--- src/rtl/nvme_regs_pkg.sv ---
// Shared constants and types for the NVMe controller register file.
package nvme_regs_pkg;

  localparam logic [15:0] OffCapLo = 16'h0000;
  localparam logic [15:0] OffCapHi = 16'h0004;
  localparam logic [15:0] OffVs    = 16'h0008;
  localparam logic [15:0] OffCc    = 16'h0014;
  localparam logic [15:0] OffCsts  = 16'h001C;
  localparam logic [15:0] OffAqa   = 16'h0024;
  localparam logic [15:0] OffAsqLo = 16'h0028;
  localparam logic [15:0] OffAsqHi = 16'h002C;
  localparam logic [15:0] OffAcqLo = 16'h0030;
  localparam logic [15:0] OffAcqHi = 16'h0034;

  localparam logic [15:0] DbBase = 16'h1000;

  localparam logic [31:0] VsValue   = 32'h0001_0400;
  localparam logic [31:0] CcWrMask  = 32'h00FF_C001;
  localparam logic [31:0] AqaWrMask = 32'h0FFF_0FFF;
  localparam logic [31:0] BaseMask  = 32'hFFFF_F000;

  localparam logic [1:0] ShstNormal = 2'b00;
  localparam logic [1:0] ShstOccur  = 2'b01;
  localparam logic [1:0] ShstCmplt  = 2'b10;

  typedef enum logic [1:0] {
    StDisabled,
    StEnabling,
    StReady,
    StResetting
  } state_e;

endpackage

--- src/rtl/nvme_ctrl_regs_if.sv ---
// Host BAR0 register access port: single-cycle write strobe, registered read.
interface nvme_ctrl_regs_if;
  logic [15:0] addr;
  logic [31:0] wr_data;
  logic        wr_en;
  logic        rd_en;
  logic [31:0] rd_data;
  logic        rd_valid;

  modport master (output addr, wr_data, wr_en, rd_en, input rd_data, rd_valid);
  modport slave  (input addr, wr_data, wr_en, rd_en, output rd_data, rd_valid);
endinterface

--- src/rtl/nvme_db_decode.sv ---
// Combinational doorbell address decode: byte address to queue id and SQ/CQ select.
module nvme_db_decode import nvme_regs_pkg::*; #(
  parameter int unsigned NUM_IO_QUEUES = 4,
  parameter int unsigned DSTRD         = 0
) (
  input  logic [15:0] addr_i,
  output logic        hit_o,
  output logic [7:0]  qid_o,
  output logic        is_cq_o
);

  localparam int unsigned NumQ       = NUM_IO_QUEUES + 1;
  localparam int unsigned Shift      = DSTRD + 2;
  localparam logic [15:0] StrideMask = 16'((32'd4 << DSTRD) - 32'd1);

  logic [15:0] off;
  logic [15:0] idx;
  logic [14:0] y;

  always_comb begin
    off     = {addr_i[15:2], 2'b00} - DbBase;
    idx     = off >> Shift;
    y       = idx[15:1];
    is_cq_o = idx[0];
    qid_o   = y[7:0];
    hit_o   = (addr_i >= DbBase) && ((off & StrideMask) == 16'd0) && ({17'd0, y} < NumQ);
  end

endmodule

--- src/rtl/nvme_ctrl_regs.sv ---
// NVMe controller register file: CAP/VS/CC/CSTS/AQA/ASQ/ACQ, enable and shutdown
// sequencing, and doorbell pulse generation toward the queue engines.
module nvme_ctrl_regs import nvme_regs_pkg::*; #(
  parameter int unsigned NUM_IO_QUEUES = 4,
  parameter int unsigned DSTRD         = 0,
  parameter int unsigned MQES          = 63,
  parameter int unsigned TO            = 1,
  parameter int unsigned RDY_DELAY     = 8,
  parameter int unsigned SHN_DELAY     = 16
) (
  input  logic                  clk,
  input  logic                  reset,
  nvme_ctrl_regs_if.slave       bus,
  output logic                  cc_en,
  output logic                  csts_rdy,
  output logic [63:0]           asq_base,
  output logic [63:0]           acq_base,
  output logic [11:0]           asqs,
  output logic [11:0]           acqs,
  output logic                  db_valid,
  output logic [7:0]            db_qid,
  output logic                  db_is_cq,
  output logic [15:0]           db_value
);

  localparam logic [15:0] Mqes    = 16'(MQES);
  localparam logic [31:0] CapLo   = {8'(TO), 7'd0, 1'b1, Mqes};
  localparam logic [31:0] CapHi   = 32'h0000_0020 | {28'd0, 4'(DSTRD)};
  localparam logic [31:0] RdyLoad = 32'(RDY_DELAY) - 32'd1;
  localparam logic [31:0] ShnLoad = 32'(SHN_DELAY) - 32'd1;

  state_e      state_q, state_d;
  logic [31:0] cnt_q, cnt_d;
  logic [31:0] shn_cnt_q, shn_cnt_d;
  logic [31:0] cc_q, cc_d;
  logic [31:0] aqa_q, aqa_d;
  logic [63:0] asq_q, asq_d;
  logic [63:0] acq_q, acq_d;
  logic        cfs_q, cfs_d;
  logic [1:0]  shst_q, shst_d;
  logic [31:0] rd_data_q, rd_data_d;
  logic        rd_valid_q, rd_valid_d;
  logic        db_valid_q, db_valid_d;
  logic [7:0]  db_qid_q, db_qid_d;
  logic        db_is_cq_q, db_is_cq_d;
  logic [15:0] db_value_q, db_value_d;

  logic [15:0] waddr;
  logic        cc_wr;
  logic        db_hit;
  logic [7:0]  db_qid_w;
  logic        db_is_cq_w;
  logic [15:0] db_bound;
  logic        rdy;
  logic [31:0] rd_val;

  nvme_db_decode #(
    .NUM_IO_QUEUES(NUM_IO_QUEUES),
    .DSTRD        (DSTRD)
  ) u_db_decode (
    .addr_i (bus.addr),
    .hit_o  (db_hit),
    .qid_o  (db_qid_w),
    .is_cq_o(db_is_cq_w)
  );

  assign waddr = {bus.addr[15:2], 2'b00};
  assign cc_wr = bus.wr_en && (waddr == OffCc);
  assign rdy   = (state_q == StReady);

  // Admin queue sizes come from AQA; IO queues share the MQES limit.
  assign db_bound = (db_qid_w == 8'd0) ? (db_is_cq_w ? {4'd0, aqa_q[27:16]} : {4'd0, aqa_q[11:0]})
                                       : Mqes;

  always_comb begin
    rd_val = 32'd0;
    case (waddr)
      OffCapLo: rd_val = CapLo;
      OffCapHi: rd_val = CapHi;
      OffVs:    rd_val = VsValue;
      OffCc:    rd_val = cc_q;
      OffCsts:  rd_val = {28'd0, shst_q, cfs_q, rdy};
      OffAqa:   rd_val = aqa_q;
      OffAsqLo: rd_val = asq_q[31:0];
      OffAsqHi: rd_val = asq_q[63:32];
      OffAcqLo: rd_val = acq_q[31:0];
      OffAcqHi: rd_val = acq_q[63:32];
      default:  rd_val = 32'd0;
    endcase
  end

  always_comb begin
    rd_data_d  = bus.rd_en ? rd_val : 32'd0;
    rd_valid_d = bus.rd_en;

    cc_d = cc_q;
    if (cc_wr) cc_d = bus.wr_data & CcWrMask;

    aqa_d = aqa_q;
    asq_d = asq_q;
    acq_d = acq_q;
    if (bus.wr_en && (state_q == StDisabled)) begin
      case (waddr)
        OffAqa:   aqa_d         = bus.wr_data & AqaWrMask;
        OffAsqLo: asq_d[31:0]   = bus.wr_data & BaseMask;
        OffAsqHi: asq_d[63:32]  = bus.wr_data;
        OffAcqLo: acq_d[31:0]   = bus.wr_data & BaseMask;
        OffAcqHi: acq_d[63:32]  = bus.wr_data;
        default:  ;
      endcase
    end

    state_d    = state_q;
    cnt_d      = cnt_q;
    shn_cnt_d  = shn_cnt_q;
    cfs_d      = cfs_q;
    shst_d     = shst_q;
    db_valid_d = 1'b0;
    db_qid_d   = db_qid_q;
    db_is_cq_d = db_is_cq_q;
    db_value_d = db_value_q;

    unique case (state_q)
      StDisabled: begin
        if (cc_d[0]) begin
          state_d = StEnabling;
          cnt_d   = RdyLoad;
        end
      end
      StEnabling: begin
        if (!cc_d[0]) begin
          state_d = StResetting;
          cnt_d   = RdyLoad;
        end else if (cnt_q == 32'd0) begin
          state_d = StReady;
        end else begin
          cnt_d = cnt_q - 32'd1;
        end
      end
      StReady: begin
        if (!cc_d[0]) begin
          state_d = StResetting;
          cnt_d   = RdyLoad;
        end else if (cc_wr && (bus.wr_data[15:14] != 2'b00) && (shst_q == ShstNormal)) begin
          shst_d    = ShstOccur;
          shn_cnt_d = ShnLoad;
        end else if (shst_q == ShstOccur) begin
          if (shn_cnt_q == 32'd0) shst_d = ShstCmplt;
          else                    shn_cnt_d = shn_cnt_q - 32'd1;
        end
        if (bus.wr_en && db_hit) begin
          if (bus.wr_data[15:0] > db_bound) begin
            cfs_d = 1'b1;
          end else begin
            db_valid_d = 1'b1;
            db_qid_d   = db_qid_w;
            db_is_cq_d = db_is_cq_w;
            db_value_d = bus.wr_data[15:0];
          end
        end
      end
      StResetting: begin
        if (cnt_q == 32'd0) begin
          state_d = StDisabled;
          cfs_d   = 1'b0;
          shst_d  = ShstNormal;
        end else begin
          cnt_d = cnt_q - 32'd1;
        end
      end
      default: state_d = StDisabled;
    endcase
  end

  always_ff @(posedge clk) begin
    if (reset) begin
      state_q    <= StDisabled;
      cnt_q      <= 32'd0;
      shn_cnt_q  <= 32'd0;
      cc_q       <= 32'd0;
      aqa_q      <= 32'd0;
      asq_q      <= 64'd0;
      acq_q      <= 64'd0;
      cfs_q      <= 1'b0;
      shst_q     <= ShstNormal;
      rd_data_q  <= 32'd0;
      rd_valid_q <= 1'b0;
      db_valid_q <= 1'b0;
      db_qid_q   <= 8'd0;
      db_is_cq_q <= 1'b0;
      db_value_q <= 16'd0;
    end else begin
      state_q    <= state_d;
      cnt_q      <= cnt_d;
      shn_cnt_q  <= shn_cnt_d;
      cc_q       <= cc_d;
      aqa_q      <= aqa_d;
      asq_q      <= asq_d;
      acq_q      <= acq_d;
      cfs_q      <= cfs_d;
      shst_q     <= shst_d;
      rd_data_q  <= rd_data_d;
      rd_valid_q <= rd_valid_d;
      db_valid_q <= db_valid_d;
      db_qid_q   <= db_qid_d;
      db_is_cq_q <= db_is_cq_d;
      db_value_q <= db_value_d;
    end
  end

  assign bus.rd_data  = rd_data_q;
  assign bus.rd_valid = rd_valid_q;
  assign cc_en        = cc_q[0];
  assign csts_rdy     = rdy;
  assign asq_base     = asq_q;
  assign acq_base     = acq_q;
  assign asqs         = aqa_q[11:0];
  assign acqs         = aqa_q[27:16];
  assign db_valid     = db_valid_q;
  assign db_qid       = db_qid_q;
  assign db_is_cq     = db_is_cq_q;
  assign db_value     = db_value_q;

endmodule

--- src/flat_wrapper.sv ---
// flat-port wrapper written by rule: the top's interface ports become plain ports
module nvme_ctrl_regs_flat import nvme_regs_pkg::*;
#(
  parameter int unsigned NUM_IO_QUEUES = 4,
  parameter int unsigned DSTRD         = 0,
  parameter int unsigned MQES          = 63,
  parameter int unsigned TO            = 1,
  parameter int unsigned RDY_DELAY     = 8,
  parameter int unsigned SHN_DELAY     = 16
)
  (clk, reset, cc_en, csts_rdy, asq_base, acq_base, asqs, acqs, db_valid, db_qid, db_is_cq, db_value, bus_addr, bus_wr_data, bus_wr_en, bus_rd_en, bus_rd_data, bus_rd_valid);
  nvme_ctrl_regs_if bus_i ();
  input  logic clk;
  input  logic reset;
  output logic cc_en;
  output logic csts_rdy;
  output logic [63:0] asq_base;
  output logic [63:0] acq_base;
  output logic [11:0] asqs;
  output logic [11:0] acqs;
  output logic db_valid;
  output logic [7:0] db_qid;
  output logic db_is_cq;
  output logic [15:0] db_value;
  input wire logic [$bits(bus_i.addr)-1:0] bus_addr;
  input wire logic [$bits(bus_i.wr_data)-1:0] bus_wr_data;
  input wire logic [$bits(bus_i.wr_en)-1:0] bus_wr_en;
  input wire logic [$bits(bus_i.rd_en)-1:0] bus_rd_en;
  output wire logic [$bits(bus_i.rd_data)-1:0] bus_rd_data;
  output wire logic [$bits(bus_i.rd_valid)-1:0] bus_rd_valid;
  assign bus_i.addr = bus_addr;
  assign bus_i.wr_data = bus_wr_data;
  assign bus_i.wr_en = bus_wr_en;
  assign bus_i.rd_en = bus_rd_en;
  assign bus_rd_data = bus_i.rd_data;
  assign bus_rd_valid = bus_i.rd_valid;
  nvme_ctrl_regs #(.NUM_IO_QUEUES(NUM_IO_QUEUES), .DSTRD(DSTRD), .MQES(MQES), .TO(TO), .RDY_DELAY(RDY_DELAY), .SHN_DELAY(SHN_DELAY)) u_core (.clk(clk), .reset(reset), .bus(bus_i), .cc_en(cc_en), .csts_rdy(csts_rdy), .asq_base(asq_base), .acq_base(acq_base), .asqs(asqs), .acqs(acqs), .db_valid(db_valid), .db_qid(db_qid), .db_is_cq(db_is_cq), .db_value(db_value));
endmodule
--- config.mk ---
export PLATFORM = sky130hd
export DESIGN_NAME = nvme_ctrl_regs_flat
export DESIGN_NICKNAME = d
export VERILOG_FILES = /design/src/rtl/nvme_regs_pkg.sv /design/src/rtl/nvme_ctrl_regs_if.sv /design/src/rtl/nvme_db_decode.sv /design/src/rtl/nvme_ctrl_regs.sv /design/src/flat_wrapper.sv
export SDC_FILE = /design/constraint.sdc
export NUM_CORES = 1
export LEC_CHECK = 0
export ABC_AREA = 0
export CAP_MARGIN = 20
export CORE_MARGIN = 5
export CORE_UTILIZATION = 40
export DETAILED_ROUTE_END_ITERATION = 6
export PLACE_DENSITY = 0.71
export REMOVE_ABC_BUFFERS = 1
export SKIP_CTS_REPAIR_TIMING = 1
export SYNTH_ARGS = -nofsm -noshare
export SYNTH_HDL_FRONTEND = slang
export SYNTH_SLANG_ARGS = --single-unit
export TNS_END_PERCENT = 5
--- constraint.sdc ---
create_clock -name clk -period 7.8 [get_ports clk]
set_clock_uncertainty 0.05 [all_clocks]
set_input_delay 1.17 -clock clk [delete_from_list [all_inputs] [get_ports clk]]
set_output_delay 1.17 -clock clk [all_outputs]
set_load 0.03 [all_outputs]
==> key figures <==
Critical path
  • CP Data Required Time: 8.22 ns
  • CP peak stage delay: 0.88 ns
  • Arr. time, crit path: around 5.6 ns
  • Worst Setup SP: bus_addr[2]
  • WS Path Type: input port to register
  • Peak fanout along the critical path: 36
  • Crit-path cells: clkdlybuf4s50_1, buf_4, or4b_1, or4_1, o211ai_2, nand3_1, or4_1, a21oi_1
  • End of the critical path: u_core.cnt_q[29]
  • Reg-to-Reg Start: u_core.shn_cnt_q[0]
  • Worst path slowest cell: or4_1
  • Crit start category: input port
  • Reg2reg end: u_core.shn_cnt_q[22]
  • CP endpoint kind: register
  • Most common cell on crit path: or4_1
  • R2r worst-path depth: 8
  • Flop2flop setup slack: about 4.5 ns

Global route
  • Largest net degree at the start of global routing: approximately 110
  • Vias in the first global route: roughly 11000
  • GRT Total Usage: 0.225
  • First-pass GRT wire length: roughly 60 mm
  • Antenna violations before repair: 4
  • Overflow after GRT: 0

Routing
  • Wire per inst: ~20 um
  • DRC viols: 4
  • Final wirelength: 40.1 mm
  • First-iteration detailed-routing DRC count: approximately 1100
  • Drt via density: 5.77
  • DRT antenna net count: 0
  • Vias post-DR: between 10000 and 15000
  • 1st-pass router iterations: 7

Place
  • DP Area: ~14000 sq um
  • Gp weighted congestion: 0.860
  • IO buf count: between 200 and 250
  • Post-detail-place hpwl: around 28 mm
  • Placed Cells: between 2000 and 2500

Synth
  • Seq/Total Area, Yosys: 0.449
  • Post-synth top area cell: dfxtp_1
  • Post-synth ARST share: 0
  • Post-synthesis cell type count: approximately 70
  • Most used DFF post-synth: dfxtp_1
  • Area share of the largest cell type after synthesis: 0.449
  • Top post-synthesis cells by count: nand2_1 (325), dfxtp_1 (267), a21oi_1 (203)
  • Syn. warnings: 0
  • Cells after Synth: between 1000 and 1500
  • Largest cells by area after synthesis: dfxtp_1 (45%), nand2_1 (10%), a21oi_1 (8.5%), clkbuf_1 (2.5%), or4_1 (2.5%)
  • Post-Syn Area: between 10000 and 15000 sq um
  • Yosys reg bits: ~270
  • Post-synth EDFFs: 0
  • Synth Area per Inst: 8.18 sq um
  • Most common cell in the synthesized netlist: nand2_1

Floorplan
  • Die Y: 182 um
  • Initial Util: 0.403
  • IO Pins: 265
  • Chip width: 182 um
  • Core area: 29500 sq um
  • Die area: ~33000 sq um
  • Std-Cell Rows: 63

Timing
  • Fin crit share: 0.663
  • Fin crit period: around 5.2 ns
  • Max transition margin: 0.209
  • Final hold vios: 0
  • Worst-Margin Slew: between 1 and 1.5 ns
  • Endpoints failing setup: 0
  • RSZ-0062 raised after global routing: false
  • Fmax: a little under 0.2 GHz
  • Setup TNS: 0 ns
  • Slew Limit Fails: 0

Clocking
  • Clk buf depth: 3
  • CTS Buf Count: 29
  • TritonCTS clock tree: done
  • Clk_lat worst skew: around 0.55 ns
  • Clk sinks: around 270
  • H-tree Lvls: 1
  • Clock root cell: clkbuf_16
  • Clock-pin slew on the worst setup and hold paths: roughly 0.06 ns

Run
  • Max cap viols: 0

Power and ir drop
  • Leakage power: roughly 5 nW
  • P per Cell Area: approximately 260 nW/um^2
  • VDD IR max: between 200 and 300 uV
  • Power Total: 3.99 mW

Layout
  • Layout area overhead: 29.8%
  • Layout Nets: between 1500 and 2000
  • Layout cells sized above 1: 0.0697
  • Final non-filler cell area: between 15000 and 20000 sq um
  • Non-Filler Instances: about 2000
  • Post-layout util: 0.524

Min path
  • Tightest Hold Check Type: register to register

Status
  • Status: finished with violations
  • Failing checks: design-rule violations
-- metrics by stage --
| stage | hold slack [ns] | worst slack (ns) |
|---|---|---|
| 4_1_cts | 0.408 | 2.67 |
| 6_report | 0.407 | 2.63 |
| 3_5_place_dp | 0.397 | 2.12 |
| 3_3_place_gp | 0.388 | 2.18 |
| 2_1_floorplan | 0.375 | 3.37 |
| 5_1_grt | 0.427 | 2.36 |
-- where the power goes --
part	internal (mW)	leakage (nW)	switching, mW
Combinational	0.408	2.46	0.742
Clock	0.820	0.484	0.553
Sequential	1.42	2.15	0.0520
Total	2.65	5.10	1.35
-- placed cells by master, fill, tap and decap left out, types with 9 or more instances in the layout --
master	n
or3_1	35
a31oi_1	22
buf_4	21
nor3_1	22
clkdlybuf4s50_1	237
inv_1	13
a22oi_1	38
nor3b_1	10
mux2_2	14
dfxtp_1	267
a21oi_1	203
clkbuf_16	29
nor2b_1	10
conb_1	24
nor4_1	9
nand2_1	325
xor2_1	13
nand4_1	15
or4_1	40
ha_1	20
nor2_1	48
a211oi_1	10
o21ai_0	36
o31ai_1	21
a222oi_1	13
o211ai_1	9
nand3_1	35
-- flip-flops by register name, indices dropped and copies added, names as in the netlist, 2 cells and up --
name,flops
u_core.acq_base,52
u_core.aqa_q,24
u_core.asq_base,52
u_core.bus.rd_data,32
u_core.cc_q,11
u_core.cnt_q,32
u_core.db_qid,8
u_core.db_value,16
u_core.shn_cnt_q,32
u_core.shst_q,2
u_core.state_q,2
-- worst max-delay path: cells and delay by family --
| family | cells | cell delay [ns] |
|---|---|---|
| and+or+nand+nor | 4 | 2.71 |
| buffers and inverters | 2 | 0.86 |
| AOI/OAI and AO/OA | 2 | 0.82 |
-- kinds of logic (layout without fill, tap and decap cells) --
group                    count (synthesis)  after routing  synth area share
buffers and inverters                  135            322            0.0542
flip-flops                             267            267             0.449
AND/OR/NAND/NOR                        601            601             0.243
XOR/XNOR                                19             19            0.0140
other                                    1             26          0.000315
multiplexers                            18             18            0.0166
AO/OA/AOI/OAI                          393            393             0.202
adder cells (fa/ha/maj)                 20             20            0.0210
-- cell type report --
cell class | count | area, sq um
clock buffer | 39 | 843
inverter | 13 | 48.8
sequential | 267 | 5350
tap | 390 | 488
timing repair buffer | 259 | 2540
clock inverter | 11 | 119
fill | 2697 | 14000
antenna | 2 | 5.00
multi-input combinational | 1075 | 6050
-- per-layer routing --
metal | vias to the layer above | wire [um] | GRT usage | part of all wire
met4 | 4 | 1290 | 0.0787 | 0.032
met2 | 579 | 19200 | 0.387 | 0.48
met3 | 90 | 3700 | 0.0468 | 0.092
met1 | 5626 | 15900 | 0.280 | 0.40
met5 | - | 34 | 0 | 0.00085
li1 | 5561 | - | - | -
-- worst min path at each step --
| stage | from | end | slack, ns | cells past startpoint |
|---|---|---|---|---|
| 3_3_place_gp | u_core.cc_q[22] | u_core.cc_q[22] | 0.39 | 2 |
| 6_report | u_core.cc_q[14] | u_core.cc_q[14] | 0.41 | 2 |
| 2_1_floorplan | u_core.cc_q[14] | u_core.cc_q[14] | 0.38 | 2 |
| 5_1_grt | u_core.acq_base[51] | u_core.acq_base[51] | 0.43 | 2 |
| 4_1_cts | u_core.cc_q[14] | u_core.cc_q[14] | 0.41 | 2 |
| 3_5_place_dp | u_core.cc_q[14] | u_core.cc_q[14] | 0.40 | 2 |
No activity file was read; power rests on OpenSTA's default activity.
